==> src/rtl/tm_pkg.sv <==
// Shared constants and types for the 6510 on-chip I/O port emulation.
// Latency: n/a (declarations only).
// Backpressure: n/a.
package tm_pkg;

   // CPU addresses of the two port registers
   localparam logic [15:0] ADDR_DDR  = 16'h0000;
   localparam logic [15:0] ADDR_DATA = 16'h0001;

   // Port bit assignments
   localparam int BIT_LORAM      = 0;
   localparam int BIT_HIRAM      = 1;
   localparam int BIT_CHAREN     = 2;
   localparam int BIT_CASS_SENSE = 4;

   // Register reset values
   localparam logic [7:0] DDR_RST  = 8'h00;
   localparam logic [7:0] DATA_RST = 8'h00;

   // Register pair: direction register and output latch
   typedef struct packed {
      logic [7:0] ddr;
      logic [7:0] data;
   } port_regs_t;

   // A pin with a pull-up: driven value when the DDR bit is set, else 1
   function automatic logic pulled_up(input logic ddr_bit, input logic data_bit);
      return ddr_bit ? data_bit : 1'b1;
   endfunction

endpackage

==> src/rtl/port_fade.sv <==
// Capacitive fade of one undriven port bit: reads 1 for FADE_CYCLES clk after last driven high.
// Latency: level reflects a new drive state 1 clk after it appears on the inputs.
// Backpressure: none; free-running counter.
module port_fade #(
   parameter int FADE_CYCLES = 350000,
   parameter int FADE_W      = $clog2(FADE_CYCLES + 1)
) (
   input  logic clk,
   input  logic _reset,
   input  logic drive_hi,
   input  logic drive_lo,
   input  logic floating,
   output logic level
);

   logic [FADE_W-1:0] cnt;

   // Load on drive-high, clear on drive-low, bleed down while floating
   always_ff @(posedge clk or negedge _reset) begin
      if (!_reset) begin
         cnt <= '0;
      end else if (drive_hi) begin
         cnt <= FADE_W'(FADE_CYCLES);
      end else if (drive_lo) begin
         cnt <= '0;
      end else if (floating && (cnt != '0)) begin
         cnt <= cnt - FADE_W'(1);
      end
   end

   assign level = (cnt != '0);

endmodule

==> src/rtl/cpu_port.sv <==
// 6510 on-chip I/O port: DDR ($0000) and DATA ($0001) with banking, pin drive and read-back.
// Latency: a write commits on the strobe's rising edge and shows on outputs 1 clk later; reads are combinational.
// Backpressure: none; strobes are accepted every clk. Bit 6/7 fade model built only with TURBO_PORT_FADE_EN.
module cpu_port
   import tm_pkg::*;
#(
   parameter int FADE_CYCLES = 350000,
   parameter int FADE_W      = $clog2(FADE_CYCLES + 1)
) (
   input  logic       clk,
   input  logic       _reset,
   input  logic       _wr0000,
   input  logic       _wr0001,
   input  logic       _rd0001,
   input  logic       a0,
   input  logic [7:0] d_in,
   output logic [7:0] d_out,
   output logic       d_oe,
   input  logic [7:0] pin_in,
   output logic [7:0] port_out,
   output logic [7:0] port_oe,
   output logic       loram,
   output logic       hiram,
   output logic       charen
);

   port_regs_t regs;
   port_regs_t shadow;
   logic       wr0_q;
   logic       wr1_q;
   logic [1:0] hi_view;
   logic [7:0] pin_view;

   // Capture write data while a strobe is low; remember last strobe level for edge detect.
   // Edge flops reset high so a strobe caught low by reset never produces a commit.
   always_ff @(posedge clk or negedge _reset) begin
      if (!_reset) begin
         shadow <= '1;
         wr0_q  <= 1'b1;
         wr1_q  <= 1'b1;
      end else begin
         if (!_wr0000) shadow.ddr  <= d_in;
         if (!_wr0001) shadow.data <= d_in;
         wr0_q <= _wr0000;
         wr1_q <= _wr0001;
      end
   end

   // Commit shadow into the architectural register on each strobe's rising edge
   always_ff @(posedge clk or negedge _reset) begin
      if (!_reset) begin
         regs.ddr  <= DDR_RST;
         regs.data <= DATA_RST;
      end else begin
         if (!wr0_q && _wr0000) regs.ddr  <= shadow.ddr;
         if (!wr1_q && _wr0001) regs.data <= shadow.data;
      end
   end

   assign port_out = regs.data;
   assign port_oe  = regs.ddr;
   assign loram    = pulled_up(regs.ddr[BIT_LORAM],  regs.data[BIT_LORAM]);
   assign hiram    = pulled_up(regs.ddr[BIT_HIRAM],  regs.data[BIT_HIRAM]);
   assign charen   = pulled_up(regs.ddr[BIT_CHAREN], regs.data[BIT_CHAREN]);
   assign d_oe     = ~_rd0001;

`ifdef TURBO_PORT_FADE_EN
   // Undriven bits 6/7 hold their last high level for a while, like the real chip
   for (genvar g = 0; g < 2; g++) begin : g_fade
      port_fade #(
         .FADE_CYCLES (FADE_CYCLES),
         .FADE_W      (FADE_W)
      ) u_fade (
         .clk      (clk),
         ._reset   (_reset),
         .drive_hi (regs.ddr[6+g] &  regs.data[6+g]),
         .drive_lo (regs.ddr[6+g] & ~regs.data[6+g]),
         .floating (~regs.ddr[6+g]),
         .level    (hi_view[g])
      );
   end
   // External bits 6/7 are not observed when the fade model stands in for them
   logic unused_pins;
   assign unused_pins = ^pin_in[7:6];
`else
   assign hi_view = pin_in[7:6];
   logic unused_fade;
   assign unused_fade = ^{FADE_CYCLES, FADE_W};
`endif

   logic unused_cfg;
   assign unused_cfg = ^{ADDR_DDR, ADDR_DATA, pin_in[BIT_CASS_SENSE]};

   // Read mux: DDR, or per-bit driven value / pin view (pull-ups on bits 0..2)
   always_comb begin
      pin_view      = {hi_view, pin_in[5:0]};
      pin_view[2:0] = pin_in[2:0] | ~regs.ddr[2:0];
      if (a0) begin
         d_out = (regs.ddr & regs.data) | (~regs.ddr & pin_view);
      end else begin
         d_out = regs.ddr;
      end
   end

endmodule

==> config.mk <==
export PLATFORM = sky130hd
export DESIGN_NAME = cpu_port
export DESIGN_NICKNAME = d
export VERILOG_FILES = /design/src/rtl/tm_pkg.sv /design/src/rtl/port_fade.sv /design/src/rtl/cpu_port.sv
export SDC_FILE = /design/constraint.sdc
export NUM_CORES = 1
export LEC_CHECK = 0
export CAP_MARGIN = 40
export CORE_UTILIZATION = 45
export CTS_CLUSTER_DIAMETER = 150
export DETAILED_ROUTE_END_ITERATION = 7
export PLACE_DENSITY_LB_ADDON = 0.12
export SLEW_MARGIN = 20
export SYNTH_ARGS = -nofsm -noshare
export SYNTH_HDL_FRONTEND = slang
export SYNTH_SLANG_ARGS = --single-unit
==> constraint.sdc <==
create_clock -name clk -period 1.43 [get_ports clk]
set_input_delay 0.286 -clock clk [delete_from_list [all_inputs] [get_ports clk]]
set_output_delay 0.286 -clock clk [all_outputs]
set_load 0.05 [all_outputs]
==> key figures, run 1 <==
STA
  • Clock skew: 23.7 ps
  • Fin. Hold Viols: 0
  • Fin Setup TNS: -1130 ps
  • Final setup viols: 11
  • Slew headroom: 0.833
  • Final max-slew violation count: 0
  • RSZ-0062 raised after global routing: true
  • Slew of the pin with the lowest slew margin: 250 ps
  • Hold slack: 294 ps
  • Max Freq: 0.609 GHz
  • Final min period: 1640 ps
  • Fin crit share: 1.15
  • Setup ws final: -212 ps

Yosys
  • Yosys warns: 0
  • XOR/XNOR Fraction of Synth Area: 0
  • Register area share after synthesis: 0.581
  • Synth Net Count: 117
  • Syn Inst Count: 95
  • Mapped Area: 1500 sq um
  • Post-synthesis mux area share: 0.302
  • FF+latch count, synth: 34
  • Largest family of logic cells by synthesized area: multiplexers
  • Synth Area in Adders: 0
  • Compound-Gate Fraction of Synth Area: 0.0375
  • Syn Area/Cell: 15.8 sq um
  • Unique cell type count in the Yosys netlist: 11
  • Post-Synth Simple-Gate Area: 0.0308

Critical path
  • Crit path kind: reg -> out
  • CP delay by family, top: flip-flops
  • CP Max Fanout: 2
  • CP Launch Type: register
  • CP max stage cell: dfrtp_2
  • CP cell instances: nand2b_4, mux2_4, buf_12
  • Worst Path Arrival: 1360 ps
  • CP endpoint kind: output port
  • Largest stage delay, worst path: 430 ps
  • Critical Path RT: 1140 ps
  • CP bufs+invs: 1

Global routing
  • Largest net degree at the start of global routing: 35
  • Vias in the first global route: 1,163
  • Initial antenna violation count: 0
  • Grt met1 use: 0.250
  • Global Route met2 Usage: 0.403
  • Overall Global Routing Usage: 0.228
  • GR peak layer: met2
  • Congestion Overflow GR: 0
  • Met3 Use GR: 0.0541
  • First-pass GRT wire length: 5640 microns

Clock network
  • CTS Hold Bufs: 0
  • Sink Count: 34
  • Root cell of the clock tree: clkbuf_4
  • H-tree levels: 2
  • CTS Buf Count: 5
  • Clk buf depth: 2
  • Clock Pin Slew Worst Setup and Hold Paths: 120 ps
  • CTS tree: built
  • Clock latency at the later pin of the worst-skew pair: 350 ps

Power
  • Total power: 3.80 mW
  • LEAKAGE: 1.16 nW
  • PwrDens: 1420 nW/um^2
  • Max VDD drop: 0.000879 V

Detailed routing
  • # DRC: 0
  • Drt wl/cell: 20.0 microns
  • Post-route ant nets: 0
  • Final wirelength: 4130 microns
  • TritonRoute pass-1 iters: 4
  • Detailed Route Iter0 Violations: 30
  • Drt via density: 5.24
  • Via Count: 1,084

Layout
  • Total Nets Final: 184
  • Post-Layout Inst Area: 2670 sq um
  • Finished Layout Cells: 207
  • Final Util: 0.862
  • Area Growth Syn to Fin: 77.9%
  • Fraction of layout cells with a size suffix above 1: 0.828
  • N_diodes: 0

Placement
  • DP Worst Slack: -286 ps
  • Dpl hpwl: 2420 microns
  • Placed cells: 189
  • DP Area: 2490 sq um
  • Port bufs: 46
  • Placer Congestion: 0.723

Die
  • Chip Width: 59.8 microns
  • Core Area: 3100 sq um
  • Boundary pin count: 50
  • Row count: 20
  • Chip height: 59.8 microns
  • Die Area: 3570 sq um
  • Initial Utilization: 0.484

Worst hold path
  • Tightest Hold Check Type: in -> async

Outcome
  • Outcome: finished, violations left
  • Violated checks: setup timing

Run
  • Max-Cap Viols: 0
## placed cells by master (no fill, tap or decap), drive strengths merged
master,count
dfrtp,16
clkdlybuf4s50,16
nand2b,3
buf,47
nor2b,2
a21oi,5
dfstp,18
a31oi,5
dlymetal6s2s,1
bufbuf,1
inv,6
mux2,35
clkbuf,8
## area by class of cell
class,instances,area [sq um]
clock buffers,8,48.8
fillers,139,429
inverters,6,22.5
multi-input cells,50,692
flip-flops and latches,34,892
well taps,44,55.1
repair buffers,65,963
## logic make-up (layout without fill, tap and decap cells)
kind of cell / Yosys count / count (layout)
compound gates: 10 / 10
mux: 35 / 35
buf+inv: 11 / 79
flops: 34 / 34
simple gates: 5 / 5
## routing by layer
layer / part of all wire / vias to the layer above
met5: 0 / -
met4: 0.027 / 0
met3: 0.049 / 11
met2: 0.55 / 49
met1: 0.38 / 562
li1: - / 462
## registers in the layout, summed over array words and instances, names as in the netlist
register  flops
port_out      8
shadow       16
port_oe       8
wr0_q         1
wr1_q         1
## synthesized netlist by cell type
| library cell | instances | area [sq um] |
|---|---|---|
| a21oi_1 | 5 | 25.0 |
| a31oi_1 | 5 | 31.3 |
| buf_2 | 1 | 5.00 |
| buf_6 | 4 | 45.0 |
| dfrtp_1 | 16 | 400 |
| dfstp_2 | 18 | 473 |
| inv_1 | 6 | 22.5 |
| mux2_2 | 19 | 214 |
| mux2_4 | 16 | 240 |
| nand2b_1 | 3 | 18.8 |
| nor2b_4 | 2 | 27.5 |
## power breakdown
group / internal, mW / total, mW / switching, mW
sequential: 1.15 / 1.34 / 0.193
combinational: 1.02 / 1.93 / 0.915
clock: 0.196 / 0.520 / 0.324
## final timing paths
| check | startpoint | slack (ps) | end | depth (start not counted) |
|---|---|---|---|---|
| worst max-delay path | port_out[0]$_DFFE_PN0P_ | -210 | d_out[0] | 3 |
| min in group clk | _wr0001 | 580 | wr1_q$_DFF_PN1_ | 2 |
| worst min-delay path | _reset | 290 | port_out[5]$_DFFE_PN0P_ | 2 |
| worst max register to register | wr1_q$_DFF_PN1_ | 280 | port_out[0]$_DFFE_PN0P_ | 3 |
| worst min register to register | port_out[4]$_DFFE_PN0P_ | 610 | port_out[4]$_DFFE_PN0P_ | 1 |
| max in group asynchronous | _reset | 860 | wr0_q$_DFF_PN1_ | 2 |
## timing repair
item                                    CTS  global route
gates resized for setup                   6             8
endpoints found under the setup margin    8            10
cloned                                    1             0
setup buffers                             6             4
No activity file was read; power rests on OpenSTA's default activity.
==> run 2: changes to the inputs <==
Settings changed: CAP_MARGIN 40 to 5.
==> results of run 2 <==
No change in the layout: final DEF, timing and power equal those of run 1.
==> run 3: changes to the inputs <==
Settings changed: MAX_ROUTING_LAYER from default to met4.
==> run 3 against run 2 <==
Against the previous run: the run still ends with setup timing left; power hardly changed; maximum frequency hardly changed; register-to-register slack hardly changed; critical path depth stayed put; clock-buffer cell count stayed put; critical endpoint unchanged; largest cell class unchanged; largest power group unchanged; highest routed layer unchanged.
==> key figures, run 3 (synthesis gave the netlist of run 1 again) <==
Critical path
  • CP max stage cell: dfrtp_2
  • Crit path kind: reg -> out
  • Worst R2R Setup Slack: 270 ps
  • CP delay by family, top: flip-flops
  • Worst reg2reg startpoint: wr1_q$_DFF_PN1_
  • Largest stage delay, worst path: 430 ps
  • Worst Reg-to-Reg Cells: 3
  • Worst Path Arrival: 1360 ps
  • CP cell instances: nand2b_4, mux2_4, buf_12
  • CP endpoint kind: output port
  • CP Launch Type: register
  • CP bufs+invs: 1
  • Reg2reg end: port_out[0]$_DFFE_PN0P_
  • Critical Path RT: 1140 ps
  • CP Max Fanout: 2

STA
  • Fin. Hold Viols: 0
  • Final min period: 1640 ps
  • Setup ws final: -211 ps
  • Fin Setup TNS: -1120 ps
  • Slew of the pin with the lowest slew margin: 253 ps
  • Slew headroom: 0.832
  • Fin crit share: 1.15
  • Final max-slew violation count: 0
  • Max Freq: 0.609 GHz
  • Hold slack: 295 ps
  • Clock skew: 20.5 ps
  • Final setup viols: 11
  • RSZ-0062 raised after global routing: true

Power
  • LEAKAGE: 1.16 nW
  • Max VDD drop: 0.000878 V
  • PwrDens: 1420 nW/um^2
  • Total power: 3.80 mW

Clock network
  • CTS Buf Count: 5
  • Sink Count: 34
  • CTS tree: built
  • Root cell of the clock tree: clkbuf_4
  • Clk buf depth: 2
  • Clock latency at the later pin of the worst-skew pair: 350 ps
  • CTS Hold Bufs: 0
  • Clock Pin Slew Worst Setup and Hold Paths: 120 ps
  • H-tree levels: 2

Die
  • Chip height: 59.8 microns
  • Die Area: 3570 sq um
  • Core Area: 3100 sq um
  • Boundary pin count: 50
  • Chip Width: 59.8 microns
  • Row count: 20
  • Initial Utilization: 0.484

Global routing
  • First-pass GRT wire length: 5640 microns
  • Overall Global Routing Usage: 0.235
  • Vias in the first global route: 1,163
  • Initial antenna violation count: 0
  • Largest net degree at the start of global routing: 35
  • Congestion Overflow GR: 0

Outcome
  • Outcome: finished, violations left
  • Violated checks: setup timing

Detailed routing
  • # DRC: 0
  • Detailed Route Iter0 Violations: 28
  • Drt wl/cell: 20.1 microns
  • Via Count: 1,075
  • Final wirelength: 4160 microns
  • Post-route ant nets: 0
  • Drt via density: 5.19
  • TritonRoute pass-1 iters: 4

Layout
  • Reg with most FFs: shadow
  • Area Growth Syn to Fin: 77.9%
  • Total Nets Final: 184
  • Most common cell after layout, fill and taps aside: buf_12
  • Number of flip-flops in the largest register: 16
  • Final Util: 0.862
  • Fraction of layout cells with a size suffix above 1: 0.828
  • Post-Layout Inst Area: 2670 sq um
  • Fillers: 139
  • Most frequent cells in the layout: 32 x buf_12, 19 x mux2_4, 18 x dfstp_2
  • N_diodes: 0

Placement
  • Dpl hpwl: 2420 microns
  • Port bufs: 46
  • Placer Congestion: 0.732
  • DP Area: 2490 sq um

Worst hold path
  • Tightest Hold Check Type: in -> async

Run
  • Max-Cap Viols: 0
-- run 3: worst max path at each step --
stage / start / to / cells past startpoint
6_report: port_out[0]$_DFFE_PN0P_ / d_out[0] / 3
5_1_grt: port_out[0]$_DFFE_PN0P_ / d_out[0] / 3
4_1_cts: port_out[2]$_DFFE_PN0P_ / d_out[2] / 3
3_5_place_dp: a0 / d_out[1] / 4
3_3_place_gp: a0 / d_out[0] / 4
2_1_floorplan: port_out[3]$_DFFE_PN0P_ / d_out[3] / 2
-- run 3: worst reg2reg max path, delay by kind of cell (launching register included) --
kind	cells	cell delay, ps
DFF	1	550
muxes	1	310
buffers and inverters	1	140
and+or+nand+nor	1	50
-- run 3: layer usage --
| metal | global-route usage | share of wire | wire length, microns | vias up |
|---|---|---|---|---|
| met1 | 0.250 | 0.38 | 1560 | 554 |
| li1 | - | - | - | 460 |
| met2 | 0.403 | 0.55 | 2270 | 50 |
| met3 | 0.0541 | 0.052 | 217 | 11 |
| met5 | - | 0 | 0 | - |
| met4 | 0.123 | 0.027 | 112 | 0 |
-- run 3: timing repair --
action	in CTS	in global routing
buffers inserted	6	4
setup endpoints to repair	8	10
hold endpoints to repair	0	0
gates cloned	1	0
gates resized for setup	6	8
-- run 3: per-stage QoR --
step,std cells,setup slack (ps)
2_1_floorplan,95,-8.88
3_3_place_gp,189,-278
3_5_place_dp,189,-286
4_1_cts,204,-185
5_1_grt,207,-232
6_report,207,-211
-- run 3: layout make-up --
type / count / area (sq um) / area share
Inverter: 6 / 22.5 / 0.00842
Clock buffer: 8 / 48.8 / 0.0182
Sequential cell: 34 / 892 / 0.334
Timing Repair Buffer: 65 / 963 / 0.360
Multi-Input combinational cell: 50 / 692 / 0.259
Tap cell: 44 / 55.1 / 0.0206
-- run 3: report_power, final --
group | internal [mW] | switching (mW)
sequential | 1.15 | 0.195
clock | 0.196 | 0.322
combinational | 1.02 | 0.916
total | 2.37 | 1.43
